`src/rtl/gen_senales_bus_pkg.sv`:
```
// Shared definitions for the RTC parallel-port bus-cycle generator: state encoding,
// mode constants and default phase lengths.
package gen_senales_bus_pkg;

   typedef enum logic [2:0] {
      IDLE  = 3'd0,
      A_SU  = 3'd1,
      A_STB = 3'd2,
      A_HLD = 3'd3,
      D_SU  = 3'd4,
      D_STB = 3'd5,
      D_HLD = 3'd6,
      GAP   = 3'd7
   } estado_t;

   localparam logic [1:0] MODO_LEER = 2'b01;
   localparam logic [1:0] MODO_ESCR = 2'b10;

   localparam int DEF_T_SU  = 1;
   localparam int DEF_T_STB = 4;
   localparam int DEF_T_HLD = 1;
   localparam int DEF_T_GAP = 2;
   localparam int DEF_CW    = 4;
   localparam int DEF_AW    = 4;

   function automatic logic modo_valido(input logic [1:0] m);
      return (m == MODO_LEER) || (m == MODO_ESCR);
   endfunction

   // Fixed phase order inside one register cycle.
   function automatic estado_t sig_fase(input estado_t s);
      case (s)
         A_SU:    return A_STB;
         A_STB:   return A_HLD;
         A_HLD:   return D_SU;
         D_SU:    return D_STB;
         D_STB:   return D_HLD;
         D_HLD:   return GAP;
         default: return IDLE;
      endcase
   endfunction

endpackage

```
`src/rtl/gen_senales_bus_if.sv`:
```
// Request/handshake and bus-strobe bundle between the control FSM (master) and the
// bus-cycle generator (slave).
interface gen_senales_bus_if #(parameter int AW = 4);
   logic          start;
   logic [1:0]    mode;
   logic [7:0]    base_addr;
   logic [AW-1:0] count;
   logic          abort;
   logic          busy;
   logic          done;
   logic          CS;
   logic          RD;
   logic          WR;
   logic          A_D;
   logic          drive_en;
   logic [7:0]    sel_addr;
   logic [AW-1:0] idx;
   logic          LE;

   modport master (
      output start, mode, base_addr, count, abort,
      input  busy, done, CS, RD, WR, A_D, drive_en, sel_addr, idx, LE
   );

   modport slave (
      input  start, mode, base_addr, count, abort,
      output busy, done, CS, RD, WR, A_D, drive_en, sel_addr, idx, LE
   );
endinterface

```
`src/rtl/gen_fase_cnt.sv`:
```
// Loadable down-counter timing each bus phase; tc flags the last cycle of a phase and
// tc_nx tells whether the coming cycle will be a last cycle.
module gen_fase_cnt #(
   parameter int CW = 4
) (
   input  logic          reloj,
   input  logic          resetM,
   input  logic          load,
   input  logic [CW-1:0] load_val,
   output logic          tc,
   output logic          tc_nx
);
   logic [CW-1:0] cnt_r;
   logic [CW-1:0] cnt_nx_s;

   // Next count: reload on phase entry, otherwise count down and hold at zero.
   always_comb begin
      cnt_nx_s = cnt_r;
      if (load) begin
         cnt_nx_s = load_val;
      end else if (cnt_r != {CW{1'b0}}) begin
         cnt_nx_s = cnt_r - {{(CW-1){1'b0}}, 1'b1};
      end else begin
         cnt_nx_s = cnt_r;
      end
   end

   // Counter register.
   always_ff @(posedge reloj or negedge resetM) begin
      if (!resetM) begin
         cnt_r <= {CW{1'b0}};
      end else begin
         cnt_r <= cnt_nx_s;
      end
   end

   assign tc    = (cnt_r == {CW{1'b0}});
   assign tc_nx = (cnt_nx_s == {CW{1'b0}});
endmodule

```
`src/rtl/gen_senales_bus.sv`:
```
// Bus-cycle generator for the RTC multiplexed address/data port: CS/RD/WR/A_D strobe
// sequences for single or burst register accesses, with busy/done handshake and abort.
module gen_senales_bus
   import gen_senales_bus_pkg::*;
#(
   parameter int T_SU  = DEF_T_SU,
   parameter int T_STB = DEF_T_STB,
   parameter int T_HLD = DEF_T_HLD,
   parameter int T_GAP = DEF_T_GAP,
   parameter int CW    = DEF_CW,
   parameter int AW    = DEF_AW
) (
   input logic              reloj,
   input logic              resetM,
   gen_senales_bus_if.slave bus
);
   estado_t       state_r, state_nx_s;
   logic [1:0]    mode_r, mode_nx_s;
   logic [7:0]    base_r, base_nx_s;
   logic [AW-1:0] count_r, count_nx_s;
   logic [AW-1:0] idx_r, idx_nx_s;
   logic          abort_r, abort_nx_s;
   logic          accept_s, last_reg_s, tc_s, tc_nx_s, load_s;
   logic [CW-1:0] load_val_s;

   logic          cs_r, rd_r, wr_r, a_d_r, drive_en_r, le_r, busy_r, done_r;
   logic [7:0]    sel_addr_r;
   logic          cs_nx_s, rd_nx_s, wr_nx_s, a_d_nx_s, drive_en_nx_s, le_nx_s;
   logic          busy_nx_s, done_nx_s;
   logic [7:0]    sel_addr_nx_s;
   logic          leer_s, escr_s;

   assign accept_s   = (state_r == IDLE) && bus.start && modo_valido(bus.mode);
   assign last_reg_s = (idx_r == count_r) || abort_r;

   gen_fase_cnt #(.CW(CW)) u_fase_cnt (
      .reloj    (reloj),
      .resetM   (resetM),
      .load     (load_s),
      .load_val (load_val_s),
      .tc       (tc_s),
      .tc_nx    (tc_nx_s)
   );

   // State register.
   always_ff @(posedge reloj or negedge resetM) begin
      if (!resetM) begin
         state_r <= IDLE;
      end else begin
         state_r <= state_nx_s;
      end
   end

   // Next-state logic; an abort in GAP's last cycle re-runs GAP so done can still pulse.
   always_comb begin
      state_nx_s = state_r;
      case (state_r)
         IDLE: begin
            if (accept_s) state_nx_s = A_SU;
            else          state_nx_s = IDLE;
         end
         GAP: begin
            if (!tc_s)           state_nx_s = GAP;
            else if (last_reg_s) state_nx_s = IDLE;
            else if (bus.abort)  state_nx_s = GAP;
            else                 state_nx_s = A_SU;
         end
         default: begin
            if (bus.abort) state_nx_s = GAP;
            else if (tc_s) state_nx_s = sig_fase(state_r);
            else           state_nx_s = state_r;
         end
      endcase
   end

   // Transaction context, burst index and phase-counter reload.
   always_comb begin
      mode_nx_s  = mode_r;
      base_nx_s  = base_r;
      count_nx_s = count_r;
      idx_nx_s   = idx_r;
      if (accept_s) begin
         mode_nx_s  = bus.mode;
         base_nx_s  = bus.base_addr;
         count_nx_s = bus.count;
         idx_nx_s   = {AW{1'b0}};
      end else if ((state_r == GAP) && (state_nx_s == A_SU)) begin
         idx_nx_s = idx_r + {{(AW-1){1'b0}}, 1'b1};
      end else begin
         idx_nx_s = idx_r;
      end
      abort_nx_s = (state_r != IDLE) && (state_nx_s != IDLE) && (abort_r || bus.abort);
      load_s     = tc_s || (state_nx_s != state_r);
      case (state_nx_s)
         A_SU, D_SU:   load_val_s = CW'(T_SU - 1);
         A_STB, D_STB: load_val_s = CW'(T_STB - 1);
         A_HLD, D_HLD: load_val_s = CW'(T_HLD - 1);
         GAP:          load_val_s = CW'(T_GAP - 1);
         default:      load_val_s = {CW{1'b0}};
      endcase
   end

   // Context registers.
   always_ff @(posedge reloj or negedge resetM) begin
      if (!resetM) begin
         mode_r  <= 2'b00;
         base_r  <= 8'h00;
         count_r <= {AW{1'b0}};
         idx_r   <= {AW{1'b0}};
         abort_r <= 1'b0;
      end else begin
         mode_r  <= mode_nx_s;
         base_r  <= base_nx_s;
         count_r <= count_nx_s;
         idx_r   <= idx_nx_s;
         abort_r <= abort_nx_s;
      end
   end

   assign leer_s = (mode_nx_s == MODO_LEER);
   assign escr_s = (mode_nx_s == MODO_ESCR);

   // Output decode from the next state, so the registered strobes line up with state_r.
   always_comb begin
      cs_nx_s       = 1'b1;
      rd_nx_s       = 1'b1;
      wr_nx_s       = 1'b1;
      a_d_nx_s      = 1'b1;
      drive_en_nx_s = 1'b0;
      le_nx_s       = 1'b0;
      case (state_nx_s)
         A_SU, A_HLD: begin
            cs_nx_s       = 1'b0;
            a_d_nx_s      = 1'b0;
            drive_en_nx_s = 1'b1;
         end
         A_STB: begin
            cs_nx_s       = 1'b0;
            a_d_nx_s      = 1'b0;
            drive_en_nx_s = 1'b1;
            wr_nx_s       = 1'b0;
         end
         D_SU, D_HLD: begin
            cs_nx_s       = 1'b0;
            drive_en_nx_s = escr_s;
         end
         D_STB: begin
            cs_nx_s       = 1'b0;
            drive_en_nx_s = escr_s;
            rd_nx_s       = !leer_s;
            wr_nx_s       = !escr_s;
            le_nx_s       = leer_s && tc_nx_s;
         end
         default: begin
            cs_nx_s = 1'b1;
         end
      endcase
      busy_nx_s     = (state_nx_s != IDLE);
      done_nx_s     = (state_nx_s == GAP) && tc_nx_s && ((idx_nx_s == count_nx_s) || abort_nx_s);
      sel_addr_nx_s = base_nx_s + 8'(idx_nx_s);
   end

   // Output registers keep the strobes glitch-free.
   always_ff @(posedge reloj or negedge resetM) begin
      if (!resetM) begin
         cs_r       <= 1'b1;
         rd_r       <= 1'b1;
         wr_r       <= 1'b1;
         a_d_r      <= 1'b1;
         drive_en_r <= 1'b0;
         le_r       <= 1'b0;
         busy_r     <= 1'b0;
         done_r     <= 1'b0;
         sel_addr_r <= 8'h00;
      end else begin
         cs_r       <= cs_nx_s;
         rd_r       <= rd_nx_s;
         wr_r       <= wr_nx_s;
         a_d_r      <= a_d_nx_s;
         drive_en_r <= drive_en_nx_s;
         le_r       <= le_nx_s;
         busy_r     <= busy_nx_s;
         done_r     <= done_nx_s;
         sel_addr_r <= sel_addr_nx_s;
      end
   end

   assign bus.CS       = cs_r;
   assign bus.RD       = rd_r;
   assign bus.WR       = wr_r;
   assign bus.A_D      = a_d_r;
   assign bus.drive_en = drive_en_r;
   assign bus.LE       = le_r;
   assign bus.busy     = busy_r;
   assign bus.done     = done_r;
   assign bus.sel_addr = sel_addr_r;
   assign bus.idx      = idx_r;
endmodule

```
`src/flat_wrapper.sv`:
```
// flat-port wrapper written by rule: the top's interface ports become plain ports
module gen_senales_bus_flat import gen_senales_bus_pkg::*;
#(
   parameter int T_SU  = DEF_T_SU,
   parameter int T_STB = DEF_T_STB,
   parameter int T_HLD = DEF_T_HLD,
   parameter int T_GAP = DEF_T_GAP,
   parameter int CW    = DEF_CW,
   parameter int AW    = DEF_AW
)
  (reloj, resetM, bus_start, bus_mode, bus_base_addr, bus_count, bus_abort, bus_busy, bus_done, bus_CS, bus_RD, bus_WR, bus_A_D, bus_drive_en, bus_sel_addr, bus_idx, bus_LE);
  gen_senales_bus_if #(.AW(AW)) bus_i ();
  input logic reloj;
  input logic resetM;
  input wire logic [$bits(bus_i.start)-1:0] bus_start;
  input wire logic [$bits(bus_i.mode)-1:0] bus_mode;
  input wire logic [$bits(bus_i.base_addr)-1:0] bus_base_addr;
  input wire logic [$bits(bus_i.count)-1:0] bus_count;
  input wire logic [$bits(bus_i.abort)-1:0] bus_abort;
  output wire logic [$bits(bus_i.busy)-1:0] bus_busy;
  output wire logic [$bits(bus_i.done)-1:0] bus_done;
  output wire logic [$bits(bus_i.CS)-1:0] bus_CS;
  output wire logic [$bits(bus_i.RD)-1:0] bus_RD;
  output wire logic [$bits(bus_i.WR)-1:0] bus_WR;
  output wire logic [$bits(bus_i.A_D)-1:0] bus_A_D;
  output wire logic [$bits(bus_i.drive_en)-1:0] bus_drive_en;
  output wire logic [$bits(bus_i.sel_addr)-1:0] bus_sel_addr;
  output wire logic [$bits(bus_i.idx)-1:0] bus_idx;
  output wire logic [$bits(bus_i.LE)-1:0] bus_LE;
  assign bus_i.start = bus_start;
  assign bus_i.mode = bus_mode;
  assign bus_i.base_addr = bus_base_addr;
  assign bus_i.count = bus_count;
  assign bus_i.abort = bus_abort;
  assign bus_busy = bus_i.busy;
  assign bus_done = bus_i.done;
  assign bus_CS = bus_i.CS;
  assign bus_RD = bus_i.RD;
  assign bus_WR = bus_i.WR;
  assign bus_A_D = bus_i.A_D;
  assign bus_drive_en = bus_i.drive_en;
  assign bus_sel_addr = bus_i.sel_addr;
  assign bus_idx = bus_i.idx;
  assign bus_LE = bus_i.LE;
  gen_senales_bus #(.T_SU(T_SU), .T_STB(T_STB), .T_HLD(T_HLD), .T_GAP(T_GAP), .CW(CW), .AW(AW)) u_core (.reloj(reloj), .resetM(resetM), .bus(bus_i));
endmodule
```
`config.mk`:
```
export PLATFORM = sky130hd
export DESIGN_NAME = gen_senales_bus_flat
export DESIGN_NICKNAME = d
export VERILOG_FILES = /design/src/rtl/gen_senales_bus_pkg.sv /design/src/rtl/gen_senales_bus_if.sv /design/src/rtl/gen_fase_cnt.sv /design/src/rtl/gen_senales_bus.sv /design/src/flat_wrapper.sv
export SDC_FILE = /design/constraint.sdc
export NUM_CORES = 1
export LEC_CHECK = 0
export BUFFER_PORTS_ARGS = -buffer_cell sky130_fd_sc_hd__buf_2
export CORE_ASPECT_RATIO = 0.8
export CORE_MARGIN = 2
export CORE_UTILIZATION = 60
export CTS_BUF_LIST = sky130_fd_sc_hd__clkbuf_8 sky130_fd_sc_hd__clkbuf_16
export DETAILED_ROUTE_END_ITERATION = 8
export HOLD_SLACK_MARGIN = 0.02
export PLACE_DENSITY = 0.84
export SLEW_MARGIN = 20
export SYNTH_ARGS = -nofsm -noshare
export SYNTH_HDL_FRONTEND = slang
export SYNTH_SLANG_ARGS = --single-unit
```
`constraint.sdc`:
```
create_clock -name reloj -period 5.4 [get_ports reloj]
set_input_delay 0 -clock reloj [delete_from_list [all_inputs] [get_ports reloj]]
set_output_delay 0 -clock reloj [all_outputs]
set_load 0.01 [all_outputs]
```
==> flow_metrics.tcl <==
set metrics [dict create \
    cpPeakStageDelay_ns 0.66 \
    die_area_mm2 0.00438 \
    fin_nets 309 \
    core_area_mm2 0.00375 \
    critical_path.top_delay_family "simple AND/OR/NAND/NOR gates" \
    p_sw_uw 490 \
    start_util_pct 61.7 \
    via_per_inst 5.93 \
    intPower_uw 752 \
    clockPowerShare_pct 16.5 \
    fin_skew_ns 0.0110 \
    fillers 274 \
    ys_async_sr_fraction_pct 100 \
    power_density_mw_per_mm2 454 \
    final_area_mm2 0.00274 \
    wl_per_cell_um 15.4 \
    worst_setup_path_start_kind "flip-flop" \
    finalCritPeriodShare_pct 70.1 \
    p_seq_share_pct 40.2 \
    worst_pin_slew_ns 0.885 \
    n_antenna_cell 0 \
    ys_seq_area_share_pct 45.6 \
    drc 0 \
    setup_slack_ns 1.61 \
    area_delta_synth_final_pct 18.2 \
    hold_viol 0 \
    critPathRequiredTime_ns 5.58 \
    worstPathArrival_ns 3.96 \
    synth_top_area_cell "dfrtp_1" \
    clock_latency_ns 0.29 \
    syn_area_mm2 0.00232 \
    synth_flop_cell "dfrtp_1" \
    wirelength_mm 5.05 \
    end_kind "flip-flop" \
    postCtsSetupBuffers 0 \
    track_usage_pct 24.7 \
    num_rows 20 \
    critPathKind "reg2reg" \
    syn_inst 235 \
    min_period_ns 3.79 \
    root_buffer "clkbuf_8" \
    crit_chain "nor4b_1 -> nand2_1 -> o211ai_1 -> and2_1 -> inv_1 -> ha_1 -> a21o_1 -> a21oi_1 -> nor2b_1 -> o21ai_0 -> nor3_1 -> xor2_1" \
    maxCapViolCount 0 \
    max_freq_ghz 0.264 \
    globalplace.congestion 0.885 \
    synth_seq_cells 42 \
    status "completed" \
    synth-edff-count 0 \
    synth_top_area_share_pct 41.1 \
    min_path_type "in2reg" \
    vias 1950 \
    io_buffers 37 \
    ir_drop_mv 0.251 \
    crit_fanout 17 \
    gr-total-overflow 0 \
    place_hpwl_mm 3.50 \
    crit_slowest_cell "nor4b_1" \
    synth_cell_types 55 \
    drtAntennaViolNets 0 \
    grt_pass1_wl_mm 8.09 \
    htreeDepth 2 \
    ioPinCount 38 \
    grt_pass1_vias 1761 \
    rsz0062_at_grt "no" \
    synthTopCellsByArea "dfrtp_1 41%, dfstp_2 4.5%, xnor2_1 4.2%" \
    combPwrFrac_pct 43.3 \
    firstDrtPassIters 5 \
    register_area_mm2 0.00106 \
    placed_area_mm2 0.00250 \
    setup_viol_count_final 0 \
    die_h_um 59.6 \
    cts_buffers 5 \
    multi_input_area_mm2 0.00114 \
    die_w_um 73.5 \
    slew_violations 0 \
    drt_iter0_drc 183 \
    antenna_found_initial 0 \
    cts_tree "yes" \
    cellLeakagePower_nw 1.29 \
    path_buf_inv 1 \
    cts_resized 0 \
    yosysWarnings 0 \
    clockBufferDepth 2 \
    cts_sinks 42 \
    syn_nets 260 \
    layout-drive-gt1-share_pct 22.8 \
    finalSetupTns_ns 0 \
    dp_slack_ns 1.71 \
    relSlewSlack_pct 41.0 \
    switching_share_pct 39.5 \
    clkTransAtPathRegs_ns 0.08 \
    grt_start_max_net_pins 43 \
    postSynthAreaPerCell_um2 9.86 \
]
kinds of logic after synthesis:
| kind of cell | synth area share, % |
|---|---|
| DFF | 45.6 |
| muxes | 2.43 |
| AOI/OAI and AO/OA | 15.9 |
| buffers and inverters | 5.13 |
| xor gates and xnor gates | 6.43 |
| and+or+nand+nor | 20.4 |
| adders and majority gates | 4.11 |
flip-flops by register name, indices dropped and copies added (netlist names):
name	flops
u_core.bus.LE	1
u_core.bus.done	1
u_core.bus.RD	1
u_core.state_r	3
u_core.bus.idx	4
u_core.u_fase_cnt.cnt_r	4
u_core.mode_r	2
u_core.bus.CS	1
u_core.bus.drive_en	1
u_core.bus.WR	1
u_core.bus.sel_addr	8
u_core.count_r	4
u_core.bus.busy	1
u_core.abort_r	1
u_core.base_r	8
u_core.bus.A_D	1
worst min-delay path, stage by stage:
cell,delay (ns)
buf_2,0.14
nand2_1,0.06
a22oi_1,0.10
inv_1,0.07
power by group through the flow:
stage	clock network (mW)	logic (mW)	registers [mW]
floorplan	0	0.386	0.497
global placement	0	0.506	0.498
finish	0.205	0.538	0.499
global route	0.221	0.598	0.512
CTS	0.210	0.532	0.496
detailed placement	0	0.518	0.501
cells in the final DEF, fill, tap and decap left out, types with 4 or more instances in the layout:
cell type / count
nor2_1: 12
and2_1: 6
dfstp_2: 4
inv_1: 17
o21ai_0: 8
a21o_1: 5
nand2_1: 25
a21oi_1: 17
clkbuf_8: 6
xor2_1: 6
buf_2: 37
o31ai_1: 5
or3_1: 4
dfrtp_1: 38
ha_1: 6
dlygate4sd3_1: 14
nor3_1: 5
xnor2_1: 11
nand3_1: 7
Yosys cell counts (all sizes together), types with 3 or more instances:
cell / count
dfrtp: 38
nand2: 25
a21oi: 17
inv: 17
nor2: 13
xnor2: 11
o21ai: 10
nand3: 8
and2: 6
buf: 6
ha: 6
xor2: 6
a21o: 5
nor3: 5
o31ai: 5
dfstp: 4
or3: 4
a211oi: 3
clkbuf: 3
mux2i: 3
nand4: 3
nor4b: 3
o211ai: 3
or4: 3
or4b: 3
what timing repair did:
item                                    CTS  global route
hold buffers                             14             0
endpoints found under the setup margin    0             0
endpoints found under the hold margin    52             0
stage by stage:
| stage | instances | hold slack, ns | total power, mW | util, % |
|---|---|---|---|---|
| 6_report | 329 | 0.131 | 1.24 | 72.9 |
| 5_1_grt | 329 | 0.157 | 1.33 | 72.9 |
| 4_1_cts | 329 | 0.120 | 1.24 | 72.9 |
| 3_5_place_dp | 307 | 0.174 | 1.02 | 66.6 |
| 3_3_place_gp | 307 | 0.167 | 1.00 | 66.6 |
| 2_1_floorplan | 235 | -0.296 | 0.882 | - |
routing by layer:
layer	part of all wire, %	routed length [um]	track usage, %
met1	48	2430	35.7
met2	45	2270	38.3
met3	5.7	290	4.59
met4	1.1	55	7.53
met5	0	0	0
final timing paths:
check,depth (start not counted),end,from,slack (ns)
setup reg to reg,12,u_core.bus.sel_addr[7],u_core.state_r[0],1.61
hold reg to reg,2,u_core.base_r[0],u_core.base_r[0],0.49
hold / removal,4,u_core.mode_r[0],bus_mode[1],0.13
min in group asynchronous,2,u_core.abort_r,resetM,0.36
setup / recovery,12,u_core.bus.sel_addr[7],u_core.state_r[0],1.61
max in group asynchronous,2,u_core.u_fase_cnt.cnt_r[0],resetM,4.47
layout make-up:
cell class | instances | share of cell area [%]
Multi-Input combinational cell | 167 | 41.7
Sequential cell | 42 | 38.6
Timing Repair Buffer | 51 | 11.9
Clock buffer | 6 | 3.02
Inverter | 17 | 2.33
Tap cell | 44 | 2.01
Clock inverter | 2 | 0.457
Power figures use the tool's default switching activity.
